File: config.mk
export PLATFORM = sky130hd
export DESIGN_NAME = screen_sequencer
export DESIGN_NICKNAME = d
export VERILOG_FILES = /design/src/rtl/screen_sequencer.sv
export SDC_FILE = /design/constraint.sdc
export NUM_CORES = 1
export LEC_CHECK = 0
export BUFFER_PORTS_ARGS = -buffer_cell sky130_fd_sc_hd__buf_2
export CAP_MARGIN = 20
export CORE_MARGIN = 1.5
export CORE_UTILIZATION = 30
export DETAILED_ROUTE_END_ITERATION = 6
export GPL_ROUTABILITY_DRIVEN = 0
export PLACE_DENSITY = 0.46
export SYNTH_ARGS = -nofsm -noshare
export SYNTH_HDL_FRONTEND = slang
export SYNTH_SLANG_ARGS = --single-unit
File: constraint.sdc
create_clock -name pclk -period 2 [get_ports pclk]
set_clock_uncertainty 0.2 [all_clocks]
set_input_delay 0.4 -clock pclk [delete_from_list [all_inputs] [get_ports pclk]]
set_output_delay 0.4 -clock pclk [all_outputs]
set_load 0.02 [all_outputs]
File: src/rtl/screen_sequencer.sv
// rtl/screen_sequencer.sv - frame-synchronous screen select, fade and game gating
// Screen and brightness updates happen only on the cycle after a frame tick or a crash.
module screen_sequencer #(
  parameter int FADE_FRAMES = 2,
  parameter int OVER_FRAMES = 180
) (
  input  logic       pclk,
  input  logic       rst,
  input  logic       vblnk,
  input  logic       start_req,
  input  logic       crash,
  output logic [1:0] screen_sel,
  output logic [3:0] bright,
  output logic       game_en,
  output logic       busy
);

  localparam int DW = (FADE_FRAMES > 1) ? $clog2(FADE_FRAMES) : 1;
  localparam int HW = $clog2(OVER_FRAMES + 1);
  localparam logic [DW-1:0] DIV_LAST  = DW'(FADE_FRAMES - 1);
  localparam logic [HW-1:0] HOLD_LAST = HW'(OVER_FRAMES - 1);

  typedef enum logic [2:0] {
    S_START,
    S_FADE_OUT,
    S_FADE_IN,
    S_GAME,
    S_OVER
  } state_t;

  state_t        state;
  logic [1:0]    target;
  logic [DW-1:0] div;
  logic [HW-1:0] hcnt;
  logic          vblnk_d;
  logic          start_d;
  logic          tick;
  logic          sedge;
  logic          step;

  assign tick  = vblnk & ~vblnk_d;
  // start_d resets high so a button held through reset is not seen as an edge
  assign sedge = start_req & ~start_d;
  assign step  = tick && (div == DIV_LAST);

  always_ff @(posedge pclk or posedge rst) begin
    if (rst) begin
      state      <= S_START;
      screen_sel <= 2'd0;
      bright     <= 4'd15;
      game_en    <= 1'b0;
      busy       <= 1'b0;
      target     <= 2'd0;
      div        <= '0;
      hcnt       <= '0;
      vblnk_d    <= 1'b0;
      start_d    <= 1'b1;
    end else begin
      vblnk_d <= vblnk;
      start_d <= start_req;
      case (state)
        S_START: begin
          if (sedge) begin
            state  <= S_FADE_OUT;
            target <= 2'd1;
            div    <= '0;
            busy   <= 1'b1;
          end
        end
        S_FADE_OUT: begin
          if (step) begin
            div <= '0;
            if (bright == 4'd1) begin
              bright     <= 4'd0;
              screen_sel <= target;
              state      <= S_FADE_IN;
            end else if (bright != 4'd0) begin
              bright <= bright - 4'd1;
            end
          end else if (tick) begin
            div <= div + 1'b1;
          end
        end
        S_FADE_IN: begin
          if (step) begin
            div <= '0;
            if (bright == 4'd14) begin
              bright <= 4'd15;
              busy   <= 1'b0;
              if (target == 2'd1) begin
                state   <= S_GAME;
                game_en <= 1'b1;
              end else begin
                state <= S_START;
              end
            end else if (bright != 4'd15) begin
              bright <= bright + 4'd1;
            end
          end else if (tick) begin
            div <= div + 1'b1;
          end
        end
        S_GAME: begin
          // crash wins over a coincident tick; that tick is not counted
          if (crash) begin
            state      <= S_OVER;
            screen_sel <= 2'd2;
            bright     <= 4'd15;
            game_en    <= 1'b0;
            hcnt       <= '0;
            div        <= '0;
          end
        end
        S_OVER: begin
          if (tick) begin
            if (hcnt == HOLD_LAST) begin
              state  <= S_FADE_OUT;
              target <= 2'd0;
              div    <= '0;
              busy   <= 1'b1;
            end else begin
              hcnt <= hcnt + 1'b1;
            end
          end
        end
        default: begin
          state <= S_START;
        end
      endcase
    end
  end

endmodule

==> Word level (Yosys, flattened, before mapping) <==
Cells that the tools add are included.
{ "word_totals": {"reg_bits": 24, "in_bits": 5, "output_inout_bits": 8, "wordCells": 106} }
{ "op_classes": {"n_addsub": 4, "n_eq_ne": 22, "muxes": 47, "bitwise_logic": 4, "n_reduce_logical": 19} }
{ "ops": {"columns": ["cell", "count"], "rows": [
  ["$mux W4", 7],
  ["$mux W3", 8],
  ["$mux W8", 3],
  ["$ne A2 B2 Y1 const B", 10],
  ["$reduce_and A6 Y1", 3],
  ["$pmux W8 S2", 1],
  ["$pmux W3 S5", 1],
  ["$mux W1", 14],
  ["$mux W2", 7],
  ["$pmux W4 S3", 1],
  ["$reduce_and A4 Y1", 3],
  ["$add A8 B1 Y8 const B", 1],
  ["$eq A8 B8 Y1 const B", 1],
  ["$pmux W2 S2", 2],
  ["$reduce_and A8 Y1", 1],
  ["$reduce_bool A2 Y1", 4],
  ["$reduce_bool A4 Y1", 2],
  ["$eq A3 B2 Y1 const B", 2],
  ["$ne A3 B3 Y1 const B", 2],
  ["$reduce_bool A3 Y1", 2],
  ["$reduce_and A5 Y1", 1],
  ["$add A4 B1 Y4 const B", 1],
  ["$eq A4 B1 Y1 const B", 1],
  ["$eq A4 B4 Y1 const B", 1],
  ["other kinds (15)", 17]
]} }

==> Logic depth before layout (Yosys ltp) <==
{ "depth": {"ltp_word": 5, "ltp_mapped": 8, "ltp_nobuf": 7} }

==> Least setup slack after synthesis <==
Ideal clock, no wire load.
{ "synth_path": {"kind": "flip-flop to flip-flop", "from": "register bright[1]", "to": "register bright[3]", "setup_time_ns": 0.079, "arrival_ns": 2.006, "required_time_ns": 1.721, "path_slack_ns": -0.285, "stages_incl_launch_ff": 7, "path_buffers": 0, "synth_period_minus_slack_ns": 2.285, "cell_sequence": "dfstp_2 inv_1 ha_1 or4b_2 nand4_1 a31oi_1 a22o_1"} }
{ "synth_between": {"elab_chain_cells": 5, "elab_cells_between_ends": 16, "classes_between": "add/sub (2); eq/ne (5); mux (7); reduce/logical (2)"} }
{ "synth_rtl": {"columns": ["item", "line_no", "text"], "rows": [
  ["from (decl)", "13", "output logic [3:0] bright,"],
  ["from (signal assigned)", "78", "bright <= bright - 4'd1;"],
  ["from (signal assigned)", "97", "bright <= bright + 4'd1;"],
  ["$add A4 B1 Y4 or $sub A4 B1 Y4 (tied branches)", "97, 78", null],
  ["$mux W4, on equally long branches", "96, 77", null],
  ["$mux W4, on equally long branches", "87, 73", null],
  ["$mux W4, on equally long branches", "85, 71", null],
  ["$pmux W4 S3", "61", "case (state)"]
]} }
Parallel ways exist; a longest one is shown, timed or not. The select of a mux whose other input is x is not followed.
A chain may end at the register's enable or synchronous reset.

==> Worst setup path in the final report <==
Ends and elaborated chain as after synthesis.

==> flow_summary.toml <==
[status]
status = "finished, violations left"
violations = "negative setup slack"

[yosys]
ys_types = 47
synth_seq_cells = 23
seq_area_frac_synth_pct = 38.6
synth_flop_cell = "dfrtp_1"
synth-edff-count = 0
syn_avg_cell_area_sq_um = 9.03
yosys_warnings = 0
syn-num-nets = 177
async_reset_ff_share_pct = 100
synthesis.instances = 167
syn_area_sq_um = 1510

[power]
peakVddDrop_mv = 0.485
p_sw_uw = 1190
power.share.combinational_pct = 60.5
pwr-share-clk_pct = 11.0
power_density_nw_per_um2 = 1390
switching_share_pct = 42.3
p_int_uw = 1610
p_leak_uw = 0.000858
power_frac_seq_pct = 28.4

[worst_setup_path]
crit_required_ns = 2.01
crit_arrival_ns = 2.01
ff2ff_path_depth = 6
start_kind = "flop"
end_kind = "flop"
critical_path_class = "reg2reg"
cp_max_fo = 8

[clocking]
clkLatencyLatePin_ns = 0.27
htreeDepth = 1
clockBufferDepth = 2
clk_pin_slew_ns = 0.09
cts-buffers-inserted = 3
clock_sinks = 23
cts_tree = "done"
root_buffer = "clkbuf_8"

[cells_and_area]
final_cell_mix = "buf_4, dfrtp_1, nand2_1"
ff_latch_area_sq_um = 582
multi_input_area_sq_um = 966
synthToLayoutAreaGrowth_pct = 34.0
final_common_cell = "buf_4"
nNetsFinal = 220
nFillCells = 482
diodes = 0
drive_gt1_share_pct = 41.1

[route]
vias_per_cell = 5.03
first_iter_violations = 115
via_count = 1389
drt-pass1-iter-count = 4
antenna_left = 0
wirelength_um = 3810
wl_per_cell_um = 13.8
drc = 0

[die]
die_area_sq_um = 5460
ios = 13
die_w_um = 73.9
row_count = 25
core_sq_um = 4790
start_util_pct = 31.5
dieHeight_um = 73.9

[place]
io_buffers = 12
post-place-ws_ns = -0.0314
dp_hpwl_um = 2820

[sta]
finalCritPeriodShare_pct = 100
fmax_mhz = 499
finalHoldViolCount = 0
fin_crit_ns = 2.00
setup_ws_ns = -0.00472
rsz0062_at_grt = "true"
finalSetupViolations = 1
slew-limit-headroom_pct = 74.6
finalSetupTns_ns = -0.00472
worst_pin_slew_ns = 0.377
drv_slew = 0

[global_route]
grt-ovfl-total = 0
grt_first_pass_wirelength_um = 6380
grt_pass1_vias = 1389
track_usage_pct = 15.2
grt_start_max_net_pins = 24
antenna_found_initial = 0

[job]
max-cap-violations = 0

[hold_path]
worstHoldPathCells = 1
min_path_type = "in2reg"
[Yosys cell counts, types with 2 or more instances]
library cell / instances / share of area, %
a21o_1: 2 / 1.0
a21oi_1: 8 / 2.7
a22o_1: 2 / 1.2
a2bb2oi_1: 2 / 1.2
a31oi_1: 6 / 2.5
and2_1: 2 / 0.83
and2b_1: 2 / 1.0
and3_1: 2 / 0.83
buf_6: 4 / 3.0
clkbuf_1: 4 / 1.0
dfrtp_1: 18 / 30
dfstp_2: 5 / 8.7
ha_1: 5 / 4.1
inv_1: 4 / 1.0
mux2_2: 4 / 3.0
nand2_1: 14 / 3.5
nand2b_1: 8 / 3.3
nand3_1: 7 / 2.3
nand3b_1: 2 / 1.0
nand4_1: 3 / 1.2
nor2_1: 13 / 3.2
nor2b_1: 2 / 0.83
nor3_1: 4 / 1.3
nor3b_1: 2 / 1.0
o21a_1: 3 / 1.5
o21ai_0: 14 / 4.6
o31ai_1: 3 / 1.5
or4_1: 3 / 1.5
[worst max-delay path: stages, from the launching register on]
cell and delay, ns:
dfstp_2 0.56, inv_2 0.06, ha_4 0.15, or4b_4 0.47, nand4_1 0.13, a31oi_4 0.14, a22o_1 0.23
[area by class of cell]
cell class,instances,area share [%]
multi-input cells,131,47.8
flip-flops and latches,23,28.8
clock inverters,1,0.372
repair buffers,47,16.1
clock buffers,3,2.04
inverters,4,0.743
well taps,67,4.15
[cells by family (layout without fill, tap and decap cells)]
kind of cell / count (synthesis) / in the layout / share of synthesized area, %
xor gates and xnor gates: 1 / 1 / 0.581
DFF: 23 / 23 / 38.6
AOI/OAI and AO/OA: 48 / 48 / 21.2
adders and majority gates: 5 / 5 / 4.15
buffers and inverters: 13 / 55 / 5.31
muxes: 4 / 4 / 2.99
and+or+nand+nor: 73 / 73 / 27.1
[final timing paths]
kind	start	endpoint	slack [ns]
hold / removal	start_req	start_d	0.04
hold reg to reg	game_en	game_en	0.32
max in group asynchronous	rst	bright[3]	0.81
setup / recovery	bright[1]	bright[3]	-0.005
min in group asynchronous	rst	hcnt[7]	0.50
setup reg to reg	bright[1]	bright[3]	-0.005
[through the flow]
stage	utilization, %	hold slack, ns	instance area, sq um	instances	total power [uW]
6_report	42.2	0.0401	2020	276	2800
5_1_grt	42.2	0.0272	2020	276	3040
4_1_cts	40.4	0.0272	1930	274	2710
3_5_place_dp	38.9	0.266	1860	269	2380
3_3_place_gp	38.9	0.261	1860	269	2350
2_1_floorplan	-	0.198	1540	167	1830
[state kept, by name (all words and copies together), names as in the netlist, 2 cells and up]
register	count
bright	4
screen_sel	2
state	3
hcnt	8
[repair_timing]
item	CTS	global route
endpoints found under the setup margin	7	12
pin swaps	5	8
hold buffers	1	0
resized for setup	3	17
endpoints found under the hold margin	18	0
buffers inserted	0	2
[power groups by stage]
stage,logic (uW),clock network (uW),registers [uW]
floorplan,985,0,843
global placement,1550,0,795
detailed placement,1570,0,805
CTS,1600,321,796
global route,1890,333,821
finish,1690,309,796
[metal layers]
layer  share of wire [%]  track usage (%)
met1                  47             18.6
met2                  49             27.2
met3                 2.4             3.29
met4                0.71             3.09
met5                   0                0
Note: power is estimated with default switching activity, not from simulation.
